**config.mk**
```make
export PLATFORM = sky130hd
export DESIGN_NAME = shift_ctrl
export DESIGN_NICKNAME = d
export VERILOG_FILES = /design/src/rtl/shift_ctrl.sv
export SDC_FILE = /design/constraint.sdc
export NUM_CORES = 1
export LEC_CHECK = 0
export ABC_AREA = 1
export CAP_MARGIN = 15
export CELL_PAD_IN_SITES_DETAIL_PLACEMENT = 1
export CELL_PAD_IN_SITES_GLOBAL_PLACEMENT = 2
export CORE_ASPECT_RATIO = 1.25
export CORE_MARGIN = 2
export CORE_UTILIZATION = 24
export DETAILED_ROUTE_END_ITERATION = 12
export PLACE_DENSITY_LB_ADDON = 0.1
export SYNTH_ARGS = -nofsm -noshare
export SYNTH_HDL_FRONTEND = slang
export SYNTH_SLANG_ARGS = --single-unit
export TNS_END_PERCENT = 100
```
**constraint.sdc**
```tcl
create_clock -name clk -period 1.3 [get_ports clk]
set_clock_uncertainty 0.1 [all_clocks]
set_input_delay 0.195 -clock clk [delete_from_list [all_inputs] [get_ports clk]]
set_output_delay 0.195 -clock clk [all_outputs]
set_load 0.05 [all_outputs]
```
**src/rtl/shift_ctrl.sv**
```systemverilog
// Multi-cycle shift controller: read A, read B, shift, write back.
// Optional zFlag/nFlag outputs when SHIFT_FLAGS_EN is defined.
module shift_ctrl #(
  parameter int DATA_W = 8,
  parameter int RA_W   = 3
) (
  input  logic              clk,
  input  logic              rst_n,
  input  logic              start,
  output logic              ready,
  input  logic [2:0]        opcode,
  input  logic [RA_W-1:0]   srcA,
  input  logic [RA_W-1:0]   srcB,
  input  logic [RA_W-1:0]   dst,
  output logic [RA_W-1:0]   rfAddr,
  input  logic [DATA_W-1:0] rfRdData,
  output logic [DATA_W-1:0] shIn,
  output logic [DATA_W-1:0] shVal,
  output logic [2:0]        shCmd,
  input  logic [DATA_W-1:0] shOut,
  output logic              rfWe,
  output logic [RA_W-1:0]   rfWrAddr,
  output logic [DATA_W-1:0] rfWrData,
  output logic              done
`ifdef SHIFT_FLAGS_EN
  ,
  output logic              zFlag,
  output logic              nFlag
`endif
);

  localparam logic [2:0] IDLE = 3'd0;
  localparam logic [2:0] RD_A = 3'd1;
  localparam logic [2:0] RD_B = 3'd2;
  localparam logic [2:0] EXEC = 3'd3;
  localparam logic [2:0] WB   = 3'd4;

  logic [2:0]        r_state;
  logic [2:0]        r_op;
  logic [RA_W-1:0]   r_srcA;
  logic [RA_W-1:0]   r_srcB;
  logic [RA_W-1:0]   r_dst;
  logic [DATA_W-1:0] r_opA;
  logic [DATA_W-1:0] r_opB;
  logic [DATA_W-1:0] r_shIn;
  logic [2:0]        r_shCmd;
  logic [DATA_W-1:0] r_result;

  logic w_rd_a;
  logic w_rd_b;
  logic w_wb;

  assign w_rd_a = (r_state == RD_A);
  assign w_rd_b = (r_state == RD_B);
  assign w_wb   = (r_state == WB);

  always_ff @(posedge clk or negedge rst_n) begin
    if (!rst_n) begin
      r_state  <= IDLE;
      r_op     <= '0;
      r_srcA   <= '0;
      r_srcB   <= '0;
      r_dst    <= '0;
      r_opA    <= '0;
      r_opB    <= '0;
      r_shIn   <= '0;
      r_shCmd  <= '0;
      r_result <= '0;
    end else begin
      case (r_state)
        IDLE: begin
          if (start) begin
            r_op    <= opcode;
            r_srcA  <= srcA;
            r_srcB  <= srcB;
            r_dst   <= dst;
            r_state <= RD_A;
          end
        end
        RD_A: begin
          r_opA   <= rfRdData;
          r_state <= RD_B;
        end
        RD_B: begin
          // Shifter operands change only on EXEC entry so they hold otherwise.
          r_opB   <= rfRdData;
          r_shIn  <= r_opA;
          r_shCmd <= r_op;
          r_state <= EXEC;
        end
        EXEC: begin
          r_result <= shOut;
          r_state  <= WB;
        end
        WB:      r_state <= IDLE;
        default: r_state <= IDLE;
      endcase
    end
  end

`ifdef SHIFT_FLAGS_EN
  always_ff @(posedge clk or negedge rst_n) begin
    if (!rst_n) begin
      zFlag <= 1'b0;
      nFlag <= 1'b0;
    end else if (r_state == EXEC) begin
      zFlag <= (shOut == '0);
      nFlag <= shOut[DATA_W-1];
    end
  end
`endif

  assign ready    = (r_state == IDLE);
  assign rfAddr   = w_rd_a ? r_srcA :
                    w_rd_b ? r_srcB : '0;
  assign shIn     = r_shIn;
  assign shVal    = r_opB;
  assign shCmd    = r_shCmd;
  assign rfWe     = w_wb;
  assign done     = w_wb;
  assign rfWrAddr = w_wb ? r_dst : '0;
  assign rfWrData = w_wb ? r_result : '0;

endmodule

```
======== Word-level counts from Yosys, hierarchy flattened ========
Cells that the tools add are included.
operators by class
  eq/ne operators ......................... 5
  mux-type cells .......................... 6
  reductions and logical operators ........ 2
operator list
  cell                                                                    count
  3-bit two-way mux                                                       4
  3-bit one-hot mux with 4 select lines                                   1
  8-bit two-way mux                                                       1
  3-bit by 2-bit equality test with 1-bit output (second input constant)  2
  3-bit by 1-bit equality test with 1-bit output (second input constant)  1
  3-bit equality test (second input constant)                             1
  3-bit zero test                                                         1
  2-bit inequality test (second input constant)                           1
  2-bit AND reduction                                                     1
word-level totals
  register bits after elaboration ......... 50
  input bits .............................. 31
  output and inout port bits .............. 36
  logic and storage cells ................. 23

======== Logic depth before layout (Yosys ltp) ========
  depth in word-level cells ............... 3
  mapped depth ............................ 7

======== Least setup slack after synthesis ========
OpenSTA, ideal clock, no wires.
  kind .................................... register to output
  start point ............................. register r_state[0]
  end point ............................... output ready
  arrival time ............................ 1.557 ns
  setup slack ............................. -0.552 ns
  stages on the path, launching flop included .. 7
  cell sequence ........................... dfrtp_1 -> buf_2 -> nor2_4 -> buf_6 -> buf_4 -> inv_2 -> nor2_1
between the ends
  word-level cells in the longest chain between the ends .. 1
RTL lines
  what                    RTL line  text
  from (decl)             38        logic [2:0] r_state;
  from (signal assigned)  59        r_state <= IDLE;
  from (signal assigned)  77        r_state <= RD_A;
  from (signal assigned)  82        r_state <= RD_B;
  3-bit zero test         113       assign ready = (r_state == IDLE);
  to (decl)               10        output logic ready,
No other way between the ends.

======== Worst setup path in the final report ========
  start point ............................. register r_state[1]
  end point ............................... output rfAddr[0]
between the ends
  word-level cells in the longest chain between the ends .. 3
  elaborated cells between the ends (all ways) .. 4
RTL lines
  what                                            RTL line  text
  3-bit by 2-bit equality test with 1-bit output  54        assign w_rd_b = (r_state == RD_B);
  3-bit two-way mux                               115       w_rd_b ? r_srcB : '0;
  3-bit two-way mux *                             114       assign rfAddr = w_rd_a ? r_srcA :
  to (decl)                                       15        output logic [RA_W-1:0] rfAddr,
Every way passes the cells marked *; elsewhere a longest branch is shown, timed or not.

==> flow_summary.ini <==
[run_status]
status = finished with violations
failed_checks = setup timing

[yosys]
ys_ff_latch = 50
synth_top_cell_by_area = dfrtp_1
syn_nets = 276
yosysUniqueCellTypes = 16
synth_compound_area_share_pct = 3.78
synth_xor_area_share_pct = 0
synth_simple_gate_area_share_pct = 28.6
seq_area_frac_synth_pct = 59.0
yosys_warnings = 0
synth_mux_area_share_pct = 0
synth_top_family_by_area = simple AND/OR/NAND/NOR gates
synth_fa_ha_area_share_pct = 0
synth_top_area_share_pct = 59.0
synth_area_um2 = 2120
synth_area_per_cell_um2 = 8.66
synthTopCellsByArea = dfrtp_1, nand2_1, nand3_1
synthCells = 245

[cts]
path_clk_slew_ns = 0.10
insertion_delay_ns = 0.31
cts_num_sinks = 50
cts_tree = done
clockBufferDepth = 2
cts_made_buffers = 5
root_buffer = clkbuf_8
cts_max_level = 2

[detailed_routing]
firstDrtPassIters = 4
drc = 0
viasPerCell = 4.27
drt_iter0_markers = 66
wl_mm = 6.23
vias = 1952
wire_per_inst_um = 13.6
ant_nets = 0

[worst_setup_path]
cp.arrival_ns = 1.44
worstSetupStartpointType = flop
worstPathRequired_ns = 1.00
path_class = reg -> out
end_kind = primary output
reg2reg_slack_ns = -0.27
crit_fanout = 4

[sta]
slew_viol_final = 0
slew_headroom_pct = 78.8
hold_viol_final = 0
setup_viol = 49
max_freq_mhz = 576
fin_crit_sh_pct = 134
period_minus_slack_ns = 1.74
fin_ws_ns = -0.437
worst_pin_slew_ns = 0.316
rsz0062_at_grt = true
fin_tns_setup_ns = -9.86
holdWs_ns = 0.293

[pwr]
p_leak_nw = 1.81
vdd_ir_drop_max_mv = 1.59
finalPower_mw = 10.7
power_density_nw_per_um2 = 2730

[layout]
design_area_um2 = 3920
instances_no_fill = 457
nNetsFinal = 367
utilization_pct = 45.2
diodes = 0
drive_above_1_share_pct = 32.9
area_delta_synth_final_pct = 84.6

[floorplan]
ios = 67
design.core.area_um2 = 8650
num_rows = 38
die_h_um = 109
die_w_um = 88.1
die_area_um2 = 9610
start_util_pct = 24.5

[place]
portBuffers = 66
dpl-instance-area_um2 = 3510
post-dp-hpwl_mm = 4.13
gp_congestion = 0.673
post-place-ws_ns = -0.172
place_inst = 439

[grt]
antenna_found_initial = 0
grt_pass1_vias = 2052
grt_pass1_wl_mm = 10.4
grt_usage_pct = 14.0
grt_overflow = 0
grt_max_degree = 51

[hold_path]
min_path_type = in -> async

[run]
drv_cap = 0
==> where the power goes <==
group / internal [mW] / switching, mW
Sequential: 2.31 / 0.626
Combinational: 3.02 / 3.62
Clock: 0.568 / 0.538
==> layout by cell type (no fill, tap or decap), drive strengths merged <==
| cell | n |
|---|---|
| dlygate4sd3 | 1 |
| buf | 65 |
| dfrtp | 50 |
| o21ai | 16 |
| clkinv | 2 |
| nor2 | 16 |
| clkbuf | 6 |
| nand2 | 92 |
| nand4 | 12 |
| clkdlybuf4s50 | 29 |
| bufinv | 1 |
| nand3 | 22 |
| clkinvlp | 1 |
| inv | 24 |
==> area by class of cell <==
type / count / area [um2]
inverters: 25 / 108
flip-flops and latches: 50 / 1250
clock inverters: 3 / 40.0
repair buffers: 96 / 1320
multi-input cells: 158 / 973
fillers: 957 / 4740
clock buffers: 5 / 68.8
well taps: 120 / 150
==> layer usage <==
metal / up-vias / GRT usage [%] / wire length, um / share of wire [%]
li1: 947 / - / - / -
met1: 950 / 17.5 / 2680 / 43
met2: 49 / 24.3 / 3190 / 51
met3: 6 / 2.73 / 271 / 4.4
met4: 0 / 4.22 / 83 / 1.3
met5: - / 0 / 0 / 0
==> cells in the mapped netlist <==
| library cell | number |
|---|---|
| inv_2 | 3 |
| nor2_2 | 1 |
| nand4_1 | 12 |
| buf_4 | 4 |
| nand3_1 | 18 |
| clkbuf_1 | 2 |
| nand3_2 | 2 |
| buf_2 | 6 |
| nand2_2 | 2 |
| inv_1 | 22 |
| buf_6 | 2 |
| nor2_1 | 14 |
| nand2_1 | 90 |
| nor2_4 | 1 |
| dfrtp_1 | 50 |
| o21ai_1 | 16 |
==> path summary, 6_finish.rpt <==
| kind | cells past startpoint | endpoint | from |
|---|---|---|---|
| worst max-delay path | 5 | rfAddr[0] | r_state[1] |
| worst min-delay path | 3 | r_opA[1] | rst_n |
| worst max register to register | 8 | r_opA[4] | r_state[1] |
| worst min register to register | 2 | r_op[1] | r_op[1] |
| max in group asynchronous | 3 | r_state[2] | rst_n |
| min in group clk | 3 | r_result[4] | shOut[4] |
==> state kept, by name, indices dropped and copies added (netlist names) <==
register,cells
r_dst,3
r_op,3
r_opA,8
r_result,8
r_srcA,3
r_srcB,3
r_state,3
shCmd,3
shIn,8
shVal,8
==> cells by family after synthesis <==
logic type      after synthesis
simple gates                140
flops                        50
buf+inv                      39
compound gates               16
==> repair_timing <==
action | CTS | global route
resized for setup | 36 | 7
pin swaps | 5 | 3
setup buffers | 5 | 1
hold buffers | 1 | 0
setup endpoints to repair | 63 | 65
hold endpoints to repair | 50 | 0
gates cloned | 2 | 1
==> critical path, cell delays in order, from the launching register on <==
cell	delay, ns
dfrtp_1	0.42
buf_6	0.13
nor2_4	0.21
nand3_4	0.14
nand2_8	0.10
buf_12	0.13
Note: power is estimated with default switching activity, not from simulation.
